===== src/rtl/and4_sched.sv =====
// Round-robin scheduler that shares one 2-input AND datapath among NUM_REQ requesters.
// It reduces each winner's four operands over three cycles and returns the result on a valid/ready port.
module and4_sched #(
    parameter  int NUM_REQ = 4,
    parameter  int DATA_W  = 8,
    localparam int ID_W    = $clog2(NUM_REQ)
) (
    input  logic                        clk,
    input  logic                        rst_n,
    input  logic [NUM_REQ-1:0]          req,
    input  logic [NUM_REQ*4*DATA_W-1:0] req_data,
    output logic [NUM_REQ-1:0]          gnt,
    output logic                        busy,
    output logic                        rsp_valid,
    output logic [DATA_W-1:0]           rsp_data,
    output logic [ID_W-1:0]             rsp_id,
    input  logic                        rsp_ready
);

    typedef enum logic [2:0] {
        IDLE = 3'd0,
        OP01 = 3'd1,
        OP23 = 3'd2,
        COMB = 3'd3,
        RESP = 3'd4
    } state_t;

    state_t                   state_r;
    state_t                   state_next_s;
    logic [ID_W-1:0]          last_id_r;
    logic [ID_W-1:0]          id_r;
    logic [3:0][DATA_W-1:0]   opnd_r;
    logic [DATA_W-1:0]        tmp0_r;
    logic [DATA_W-1:0]        tmp1_r;
    logic [NUM_REQ-1:0]       gnt_r;
    logic                     busy_r;
    logic                     rsp_valid_r;
    logic [DATA_W-1:0]        rsp_data_r;
    logic [ID_W-1:0]          rsp_id_r;

    logic [3:0][DATA_W-1:0]   req_ops_s [NUM_REQ];
    logic                     win_found_s;
    logic [ID_W-1:0]          win_id_s;
    logic [ID_W-1:0]          cand_s;
    logic [DATA_W-1:0]        op_a_s;
    logic [DATA_W-1:0]        op_b_s;
    logic [DATA_W-1:0]        and_s;

    for (genvar i = 0; i < NUM_REQ; i++) begin : g_unpack
        assign req_ops_s[i] = req_data[i*4*DATA_W +: 4*DATA_W];
    end

    // Round-robin search: first set request strictly after last_id, wrapping around.
    always_comb begin
        win_found_s = 1'b0;
        win_id_s    = '0;
        cand_s      = '0;
        for (int off = 1; off <= NUM_REQ; off++) begin
            cand_s = ID_W'((int'(last_id_r) + off) % NUM_REQ);
            if (!win_found_s && req[cand_s]) begin
                win_found_s = 1'b1;
                win_id_s    = cand_s;
            end else begin
                win_found_s = win_found_s;
            end
        end
    end

    // Operand select for the single shared AND; idle states feed zeros.
    always_comb begin
        op_a_s = '0;
        op_b_s = '0;
        case (state_r)
            OP01:    begin op_a_s = opnd_r[0]; op_b_s = opnd_r[1]; end
            OP23:    begin op_a_s = opnd_r[2]; op_b_s = opnd_r[3]; end
            COMB:    begin op_a_s = tmp0_r;    op_b_s = tmp1_r;    end
            default: begin op_a_s = '0;        op_b_s = '0;        end
        endcase
    end

    assign and_s = op_a_s & op_b_s;

    // Next-state logic for the capture / three-step reduce / respond sequence.
    always_comb begin
        state_next_s = state_r;
        case (state_r)
            IDLE: begin
                if (win_found_s) state_next_s = OP01;
                else             state_next_s = IDLE;
            end
            OP01:    state_next_s = OP23;
            OP23:    state_next_s = COMB;
            COMB:    state_next_s = RESP;
            RESP: begin
                if (rsp_ready) state_next_s = IDLE;
                else           state_next_s = RESP;
            end
            default: state_next_s = IDLE;
        endcase
    end

    // State, capture, datapath and response registers; reset drops any in-flight job.
    always_ff @(posedge clk) begin
        if (!rst_n) begin
            state_r     <= IDLE;
            last_id_r   <= ID_W'(NUM_REQ - 1);
            id_r        <= '0;
            opnd_r      <= '0;
            tmp0_r      <= '0;
            tmp1_r      <= '0;
            gnt_r       <= '0;
            busy_r      <= 1'b0;
            rsp_valid_r <= 1'b0;
            rsp_data_r  <= '0;
            rsp_id_r    <= '0;
        end else begin
            state_r <= state_next_s;
            busy_r  <= (state_next_s != IDLE);
            gnt_r   <= '0;
            case (state_r)
                IDLE: begin
                    if (win_found_s) begin
                        opnd_r    <= req_ops_s[win_id_s];
                        id_r      <= win_id_s;
                        last_id_r <= win_id_s;
                        gnt_r     <= {{(NUM_REQ-1){1'b0}}, 1'b1} << win_id_s;
                    end
                end
                OP01: tmp0_r <= and_s;
                OP23: tmp1_r <= and_s;
                COMB: begin
                    rsp_data_r  <= and_s;
                    rsp_id_r    <= id_r;
                    rsp_valid_r <= 1'b1;
                end
                RESP: begin
                    if (rsp_ready) rsp_valid_r <= 1'b0;
                end
                default: begin
                    rsp_valid_r <= 1'b0;
                end
            endcase
        end
    end

    assign gnt       = gnt_r;
    assign busy      = busy_r;
    assign rsp_valid = rsp_valid_r;
    assign rsp_data  = rsp_data_r;
    assign rsp_id    = rsp_id_r;

endmodule


===== config.mk =====
export PLATFORM = sky130hd
export DESIGN_NAME = and4_sched
export DESIGN_NICKNAME = d
export VERILOG_FILES = /design/src/rtl/and4_sched.sv
export SDC_FILE = /design/constraint.sdc
export NUM_CORES = 1
export LEC_CHECK = 0
export ABC_AREA = 1
export CORE_MARGIN = 4
export CORE_UTILIZATION = 46
export DETAILED_ROUTE_END_ITERATION = 10
export PLACE_DENSITY = 0.84
export REMOVE_ABC_BUFFERS = 1
export SYNTH_ARGS = -nofsm -noshare
export SYNTH_HDL_FRONTEND = slang
export SYNTH_SLANG_ARGS = --single-unit

===== constraint.sdc =====
create_clock -name clk -period 2.75 [get_ports clk]
set_clock_uncertainty 0.15 [all_clocks]
set_input_delay 0.275 -clock clk [delete_from_list [all_inputs] [get_ports clk]]
set_output_delay 0.275 -clock clk [all_outputs]
set_load 0.005 [all_outputs]

==> impl_metrics.toml <==
[cts]
clkLatencyLatePin_ns = 0.35
clock_sinks = 71
clk_pin_slew_ns = 0.08
cts-root-buf = "clkbuf_8"
cts_buffers = 9
cts_tree = "yes"
cts_setup_buffers = 0
clock_path_buffers = 2
cts-htree-levels = 3

[floorplan]
die_w_um = 105
core_area_um2 = 9240
start_util = 0.472
num_io_pins = 151
dieArea_um2 = 11100
rows = 35
dieHeight_um = 105

[worst_setup_path]
crit_cells = 14
cp_slowest_cell = "dfxtp_1"
path_cells = "inv_4 -> nand2_1 -> nand2_1 -> nand2_1 -> nand2_2 -> nor2_2 -> nand2_1 -> nor2_2 -> nand2_1 -> nand2_2 -> nand2_1 -> buf_4 -> nor2_1 -> nor2_1"
cp-end-kind = "flop"
cpMostUsedCell = "nand2_1"
cp_slowest_stage_delay_ns = 0.52
worst-endpoint-arrival_ns = 2.59
crit_type = "flop to flop"
rr_worst_depth = 14
worstPathRequired_ns = 2.85
cp-start-kind = "flop"
crit_family = "simple AND/OR/NAND/NOR gates"
cp_max_fo = 15
crit_buf_inv = 2

[final_layout]
area_growth_pct = 40.7
multi_input_area_um2 = 2290
fillerInstances = 779
stdcell_count = 995
layout_commonest_cell = "nand2_1"
seq_area_um2 = 1420
drive_above_1_share = 0.0612
diodes = 0
final_cell_mix = "nand2_1 (212), clkdlybuf4s50_1 (150), inv_1 (106), nand3_1 (102), nor2_1 (80)"
finalNetCount = 996

[global_route]
grt.total_usage = 0.228
grt_max_degree = 50
grt_pass1_wl_mm = 21.0
first_global_vias = 4698
antenna_found_initial = 0
gr-total-overflow = 0

[min_path]
min_path_cells = 2
hold_class = "flop to flop"

[sta]
fin_ws_ns = 0.262
rsz0062_at_grt = "false"
tns_ns = 0
fin_crit_sh = 0.905
tightest_slew_ns = 0.929
final-hold-violation-count = 0
fin_crit_ns = 2.49
setup_viol = 0
drv_slew = 0
clock.fmax_mhz = 402
relSlewSlack = 0.380

[placement]
routabilityCongestion = 0.826
pre_cts_ws_ns = 0.0965
place.port_buffers = 150
dp_hpwl_mm = 9.25
dp_cells = 979

[routing]
drt_pass1_iterations = 5
final_antenna_net_count = 0
drt-total-wl_mm = 13.0
drt_iter0_markers = 241
num_vias = 5009
wl_per_cell_um = 13.1
drt-vias-per-instance = 5.03
drcViolationCount = 0

[yosys]
seq_area_frac_synth = 0.326
ys_seq_elements = 71
synthCells = 731
synth_area_um2 = 4360
avgSynthCellArea_um2 = 5.97
yosysWarnings = 0
ys_types = 29

[power]
p_leak_nw = 2.96
peakVddDrop_uv = 801
p_per_area_nw_per_um2 = 1150

[status]
outcome = "finished clean"

[flow_run]
drv_cap = 0
## cells by family (layout without fill, tap and decap cells)
logic type | count (synthesis) | count (layout) | share of synthesized area
AND/OR/NAND/NOR | 414 | 414 | 0.402
AO/OA/AOI/OAI | 90 | 90 | 0.119
buffers and inverters | 156 | 291 | 0.153
flip-flops | 71 | 71 | 0.326
## final cells by class
cell class                      instances  share of cell area
Multi-Input combinational cell        504               0.373
Timing Repair Buffer                  163               0.263
Sequential cell                        71               0.232
Inverter                              112              0.0693
Tap cell                              129              0.0263
Clock buffer                           10              0.0224
Clock inverter                          6              0.0153
## cell usage after synthesis, drive strengths merged
| master | instances | area (um^2) |
|---|---|---|
| nand2 | 220 | 856 |
| inv | 112 | 423 |
| nand3 | 103 | 521 |
| nor2 | 84 | 325 |
| dfxtp | 71 | 1420 |
| a21oi | 41 | 209 |
| o21ai | 29 | 145 |
| buf | 27 | 183 |
| clkbuf | 17 | 63.8 |
| a22oi | 9 | 67.6 |
| a32o | 6 | 60.1 |
| nor3 | 4 | 25.0 |
| o211ai | 3 | 22.5 |
| a31oi | 1 | 6.26 |
| nand4 | 1 | 6.26 |
| nor3b | 1 | 7.51 |
| nor4 | 1 | 12.5 |
| o31ai | 1 | 7.51 |
## power by group
| part | internal [mW] | total (mW) | switching, mW |
|---|---|---|---|
| clock network | 0.540 | 0.952 | 0.412 |
| registers | 1.42 | 1.63 | 0.213 |
| logic | 1.57 | 4.50 | 2.93 |
| total | 3.53 | 7.08 | 3.55 |
## worst min-delay path, cell delays in order (launching register included)
cell	delay [ns]
dfxtp_1	0.32
nand2_1	0.06
a21oi_1	0.05
## through the flow
step           utilization  total power, mW  hold slack (ns)  instance area, um^2
2_1_floorplan            -             4.59            0.225                 4120
3_3_place_gp         0.639             5.95            0.305                 5900
3_5_place_dp         0.639             6.10            0.307                 5900
4_1_cts              0.664             7.07            0.319                 6140
5_1_grt              0.664             7.76            0.342                 6140
6_report             0.664             7.08            0.322                 6140
## flip-flops by register name, summed over array words and instances, names as in the netlist
signal,cells
busy,1
gnt,4
id_r,2
last_id_r,2
opnd_r,32
rsp_data,8
rsp_id,2
rsp_valid,1
state_r,3
tmp0_r,8
tmp1_r,8
## what timing repair did
| action | in CTS | in global routing |
|---|---|---|
| setup endpoints to repair | 0 | 12 |
| resized for setup | 0 | 2 |
| hold endpoints to repair | 0 | 0 |
| hold buffers | 0 | 0 |
## path summary, 6_finish.rpt
path | start | to | slack [ns]
worst max register to register | last_id_r[0] | opnd_r[19] | 0.26
worst min register to register | id_r[0] | id_r[0] | 0.32
worst min-delay path | id_r[0] | id_r[0] | 0.32
worst max-delay path | last_id_r[0] | opnd_r[19] | 0.26
## layer usage
metal,track usage,vias up,part of all wire,routed length (um)
met2,0.404,201,0.49,6420
met3,0.0478,27,0.076,985
met5,0,-,0,0
li1,-,2538,-,-
met4,0.0843,0,0.018,237
met1,0.270,2243,0.41,5350
(Power assumes the default switching activity.)
